## src/rtl/udc_pkg.sv

```systemverilog
// Shared constants for the up/down modulo counter: count direction encoding and default geometry.
// Used by up_down_mod_counter and udc_next_value.
package udc_pkg;

    localparam logic DIR_UP   = 1'b1;
    localparam logic DIR_DOWN = 1'b0;

    localparam int DEFAULT_WIDTH   = 3;
    localparam int DEFAULT_MODULUS = 8;

    // True when a modulus fits the legal range for a given register width.
    function automatic bit modulusLegal(input int width, input int modulus);
        return (modulus >= 2) && (modulus <= (1 << width));
    endfunction

endpackage

```

## src/rtl/udc_next_value.sv

```systemverilog
// Combinational next-state logic for the up/down modulo counter: load clamp, count, wrap detection.
// Build option UDC_SATURATE_EN: hold at the count bounds instead of wrapping (wrap_o then flags the blocked attempt).
module udc_next_value
    import udc_pkg::*;
#(
    parameter int WIDTH   = DEFAULT_WIDTH,
    parameter int MODULUS = DEFAULT_MODULUS
) (
    input  logic [WIDTH-1:0] q_i,
    input  logic             m_i,
    input  logic             en_i,
    input  logic             ld_i,
    input  logic [WIDTH-1:0] d_i,
    output logic [WIDTH-1:0] q_next_o,
    output logic             wrap_o
);

    localparam logic [WIDTH:0]   MOD_EXT = (WIDTH + 1)'(MODULUS);
    localparam logic [WIDTH-1:0] Q_MAX   = WIDTH'(MODULUS - 1);
    localparam logic [WIDTH-1:0] Q_MIN   = '0;

    logic atBound;

    // Using >= for the upper bound keeps any out-of-range value heading back into range.
    assign atBound = (m_i == DIR_UP) ? (q_i >= Q_MAX) : (q_i == Q_MIN);

    always_comb begin
        q_next_o = q_i;
        wrap_o   = 1'b0;
        if (ld_i) begin
            q_next_o = ({1'b0, d_i} < MOD_EXT) ? d_i : Q_MAX;
        end else if (en_i) begin
            if (atBound) begin
                wrap_o = 1'b1;
`ifdef UDC_SATURATE_EN
                q_next_o = q_i;
`else
                q_next_o = (m_i == DIR_UP) ? Q_MIN : Q_MAX;
`endif
            end else if (m_i == DIR_UP) begin
                q_next_o = q_i + WIDTH'(1);
            end else begin
                q_next_o = q_i - WIDTH'(1);
            end
        end
    end

endmodule

```

## src/rtl/up_down_mod_counter.sv

```systemverilog
// Up/down modulo-MODULUS counter with clamped parallel load, terminal-count decode and registered carry/borrow.
// Build option UDC_SATURATE_EN (handled in udc_next_value) turns wrapping into saturation.
module up_down_mod_counter
    import udc_pkg::*;
#(
    parameter int WIDTH   = DEFAULT_WIDTH,
    parameter int MODULUS = DEFAULT_MODULUS
) (
    input  logic             CLK,
    input  logic             CLR,
    input  logic             EN,
    input  logic             M,
    input  logic             LD,
    input  logic [WIDTH-1:0] D,
    output logic [WIDTH-1:0] Q,
    output logic             TC,
    output logic             CO
);

    localparam logic [WIDTH-1:0] Q_MAX = WIDTH'(MODULUS - 1);

    if (!modulusLegal(WIDTH, MODULUS)) begin : gBadModulus
        $error("up_down_mod_counter: MODULUS %0d outside 2..2**WIDTH for WIDTH %0d", MODULUS, WIDTH);
    end

    logic [WIDTH-1:0] q_q;
    logic [WIDTH-1:0] q_d;
    logic             co_q;
    logic             co_d;

    udc_next_value #(
        .WIDTH   (WIDTH),
        .MODULUS (MODULUS)
    ) u_next (
        .q_i      (q_q),
        .m_i      (M),
        .en_i     (EN),
        .ld_i     (LD),
        .d_i      (D),
        .q_next_o (q_d),
        .wrap_o   (co_d)
    );

    // Clear takes priority over load and count, so an interrupted wrap never produces a carry.
    always_ff @(posedge CLK) begin
        if (CLR) begin
            q_q  <= '0;
            co_q <= 1'b0;
        end else begin
            q_q  <= q_d;
            co_q <= co_d;
        end
    end

    assign Q  = q_q;
    assign CO = co_q;
    assign TC = (M == DIR_UP) ? (q_q == Q_MAX) : (q_q == '0);

endmodule

```

## config.mk

```make
export PLATFORM = sky130hd
export DESIGN_NAME = up_down_mod_counter
export DESIGN_NICKNAME = d
export VERILOG_FILES = /design/src/rtl/udc_pkg.sv /design/src/rtl/udc_next_value.sv /design/src/rtl/up_down_mod_counter.sv
export SDC_FILE = /design/constraint.sdc
export NUM_CORES = 1
export LEC_CHECK = 0
export BUFFER_PORTS_ARGS = -buffer_cell sky130_fd_sc_hd__buf_2
export CAP_MARGIN = 20
export CORE_AREA = 2 2 39 41
export CTS_CLUSTER_SIZE = 8
export DETAILED_ROUTE_END_ITERATION = 8
export DIE_AREA = 0 0 41 43
export SLEW_MARGIN = 30
export SYNTH_ARGS = -nofsm -noshare
export SYNTH_HDL_FRONTEND = slang
export SYNTH_SLANG_ARGS = --single-unit
```

## constraint.sdc

```tcl
create_clock -name CLK -period 1.47 [get_ports CLK]
set_input_delay 0.294 -clock CLK [delete_from_list [all_inputs] [get_ports CLK]]
set_output_delay 0.294 -clock CLK [all_outputs]
set_load 0.03 [all_outputs]
```

# == Word-level counts from Yosys, hierarchy flattened ==
# Cells that the tools add are included.
# word_totals
register_bits,4
input_bits,8
output_inout_bits,5
# classes
addsub,2
magnitude_cmp,1
n_eq_ne,1
mux,8
bitwise_logic,1
reduce_logical,3
# op_table
op,count
3-bit two-way mux,5
"3-bit by 1-bit adder with 3-bit output, second input constant",1
"3-bit == test, second input constant",1
"3-bit greater-or-equal comparator, second input constant",1
3-bit zero test,1
1-bit two-way mux,3
3-bit OR reduction,1
"3-bit by 1-bit subtractor with 3-bit output, second input constant",1
2-bit nonzero test,1
1-bit inverter,1

# == Longest topological paths before layout ==
# depth
ltp_word,5
mapped_depth,7

# == Cells and area by module ==
# Synthesis repeated with hierarchy kept, for this count alone.
# hier_totals
hier_cells,37
hier_area_um2,291.5
# by_module_without_submodules
module,instances,cells_each,area_each_um2,seq_area_each_um2
udc_next_value,1,26,168.9,0.0
up_down_mod_counter,1,11,122.6,80.1

# == Least setup slack after synthesis ==
# OpenSTA, ideal clock, no wires.
# synth_path
path_kind,register -> register
from,register q_q[0] (netlist: Q[0])
to,register q_q[1] (netlist: Q[1])
setup_time_ns,0.134
arrival_time_ns,1.518
required_ns,1.336
setup_slack_ns,-0.182
path_stages_with_launch,4
synth_period_minus_slack_ns,1.652
cell_sequence,dfxtp_1 > fa_1 > a311oi_1 > a221oi_2
# synth_via
elab_chain_len,5
elab_cells_between_ends,9
cone_classes,add/sub (2); order compare (1); mux (5); reduce/logical (1)
# synth_rtl
item,line_no,source
"start, declared",up_down_mod_counter.sv:26,logic [WIDTH-1:0] q_q;
"start signal, assigned",up_down_mod_counter.sv:50,q_q <= q_d;
"3-bit by 1-bit subtractor with 3-bit output, or another cell as far along",udc_next_value.sv:43,q_next_o = q_i - WIDTH'(1);
3-bit two-way mux / 1-bit two-way mux (equally long branches),"udc_next_value.sv:40, udc_next_value.sv:25",
3-bit two-way mux *,udc_next_value.sv:33,if (atBound) begin
3-bit two-way mux *,udc_next_value.sv:32,end else if (en_i) begin
3-bit two-way mux *,udc_next_value.sv:30,if (ld_i) begin
# Mark *: on every way between the ends. The rest lies on a longest branch, timed or not. The select of a mux whose other input is x is not followed.
# A chain may end at the register's enable or synchronous reset.

# == Final worst setup path ==
# layout_path
from,register q_q[1] (netlist: Q[1])
to,output TC
# layout_via
elab_chain_len,2
elab_cells_between_ends,3
cone_classes,eq/ne (1); mux (1); reduce/logical (1)
# layout_rtl
item,line_no,source
3-bit == test / 3-bit zero test (equally long branches),up_down_mod_counter.sv:57,assign TC = (M == DIR_UP) ? (q_q == Q_MAX) : (q_q == '0);
1-bit two-way mux *,up_down_mod_counter.sv:57,
"end, declared",up_down_mod_counter.sv:16,"output logic TC,"
# Mark *: on every way between the ends. The rest lies on a longest branch, timed or not.

==> metrics.cfg <==
[global_route]
antenna_found_initial=0
track_usage=0.121
overflow=0
grt_pass1_wl_mm=1.46
grt_max_degree=9
grt_pass1_vias=361

[hold_path]
hp-start=CLR
min_path_type=in -> reg
worstHoldPathCells=2
whs_endpoint=Q[1]

[floorplanning]
die_area_um2=1760
start_util=0.212
core_um2=1380
ioPinCount=13
die_w_um=41
die_height_um=43
placementRows=14

[placed_design]
dp.final_hpwl_um=598
postPlaceCellArea_um2=394
pre_cts_ws_ns=-0.129
gp_congestion=0.696
portBuffers=12

[yosys]
synth.area.top_cells=dfxtp_1, fa_1, nand3_1, o41ai_2, a21oi_1
avgSynthCellArea_um2=8.61
synth_warnings=0
synth_commonest_cells=dfxtp_1, nand3_1, nor2_1
yosysTopAreaCellShare=0.274
synth_seq_cells=4
synth_area_um2=293
synthCells=34
yosys.area.top_type=dfxtp_1
synth_edf_count=0
synth_ff_type=dfxtp_1
ys_types=21
synth.net_count=43
yosysSeqAreaShare=0.274
ys_async_sr_fraction=0

[timing]
worst_pin_slew_ns=0.323
tns_ns=-0.0297
slew_violations=0
rsz0062_at_grt=yes
finalCriticalPeriod_ns=1.50
timing.fmax_mhz=667
period_share=1.02
max_slew_margin=0.784
fin_skew_ns=0.00329
final_hold_viol_count=0
setup-violations-final=1
setup_ws_ns=-0.0297

[clock_tree]
cts.sinks=4
tritoncts=built
clk_path_buf_depth=2
cts_made_buffers=3
htree_levels=1
path_clk_slew_ns=0.04
clkLatencyLatePin_ns=0.24
cts_root_buffer=clkbuf_4

[pwr]
comb_power_share=0.365
p_int_mw=0.287
power.switching_mw=0.146
powerDensity_nw_per_um2=865
pwr-share-seq=0.300
power_mw=0.433
ir_drop_uv=320
power_frac_clock=0.335
switching_share=0.338
leakage_nw=0.229

[status]
failed_checks=setup timing
outcome=finished with violations

[detailed_routing]
drt_iter0_drc=3
drtPass1Iterations=2
drc=0
wl_per_cell_um=12.2
final_antenna_net_count=0
totalWireLength_um=916
via_count=361
vias_per_cell=4.81

[finish]
antenna_cells_inserted=0
stdcell_area_um2=500
drive_above_1_share=0.559
nNetsFinal=70
area_growth_pct=70.9
fillCellCount=150

[critical_path]
start_kind=flop
r2r_end=Q[1]
r2r_slack_ns=0.03
required_ns=1.18
endpoint_kind=output pin
rr_worst_depth=4
worstSetupPathType=reg -> out
path_cells=buf_6 -> o41ai_4 -> buf_6
crit-reg2reg-launch=Q[0]
slowest_delay_ns=0.33
path_common_cell=buf_6
cp_slowest_cell=o41ai_4
path_max_fanout=4
arrival_ns=1.21

[flow_run]
max_cap_violations=0

## cell families after synthesis
kind of cell	Yosys count	share of synthesized area
buffers and inverters	4	0.0769
DFF	4	0.274
and+or+nand+nor	14	0.256
adders and majority gates	1	0.0684
AOI/OAI and AO/OA	9	0.265
xor gates and xnor gates	2	0.0598
## sequential cells by signal, summed over array words and instances (netlist names)
name and cells:
CO 1, Q 3
## final cells by class
type	count	area, um^2	area share
Inverter	3	11.3	0.0225
Tap cell	16	20.0	0.0400
Timing Repair Buffer	23	156	0.313
Sequential cell	4	83.8	0.167
Clock buffer	3	22.5	0.0450
Multi-Input combinational cell	26	206	0.413
## per-stage QoR
step                 util  std cells  hold slack (ns)
floorplan               -         34            0.353
global placement    0.285         65            0.513
detailed placement  0.285         65            0.511
CTS                 0.361         76            0.256
global route        0.362         75            0.267
finish              0.362         75            0.260
## placed cells by master (no fill, tap or decap), types with 2 or more instances in the layout
master,n
buf_6,3
inv_1,2
nor2_1,4
nand3_1,3
buf_4,9
dfxtp_2,3
buf_2,11
a21oi_1,3
clkbuf_4,3
nor3b_1,2
## worst max-delay path by stage
stage | startpoint | to | slack [ns]
finish | Q[1] | TC | -0.03
global route | Q[0] | TC | -0.09
CTS | Q[0] | TC | -0.06
detailed placement | M | Q[1] | -0.13
global placement | M | Q[1] | -0.08
floorplan | Q[2] | TC | -0.08
## what timing repair did
action	CTS	global route
pin swaps	2	3
hold buffers	0	0
hold endpoints to repair	0	0
resized for setup	5	3
gates cloned	0	0
buffers inserted	8	0
setup endpoints to repair	1	3
## metal layers
| layer | vias up | global-route usage | share of wire |
|---|---|---|---|
| met1 | 168 | 0.135 | 0.39 |
| met4 | 0 | 0.0600 | 0.026 |
| li1 | 178 | - | - |
| met5 | - | 0 | 0 |
| met3 | 4 | 0.0366 | 0.058 |
| met2 | 11 | 0.194 | 0.53 |
## power groups by stage
stage	registers (mW)	clock network (mW)	logic (mW)
after global routing	0.131	0.155	0.174
after floorplan	0.150	0	0.0623
after CTS	0.130	0.148	0.154
final	0.130	0.145	0.158
after global placement	0.129	0	0.126
after detailed placement	0.129	0	0.129
## worst max-delay path: cells and delay by family, from the launching register on
kind,cells,cell delay (ns)
DFF,1,0.32
AOI/OAI and AO/OA,1,0.33
buffers and inverters,2,0.31
(Power assumes the default switching activity.)
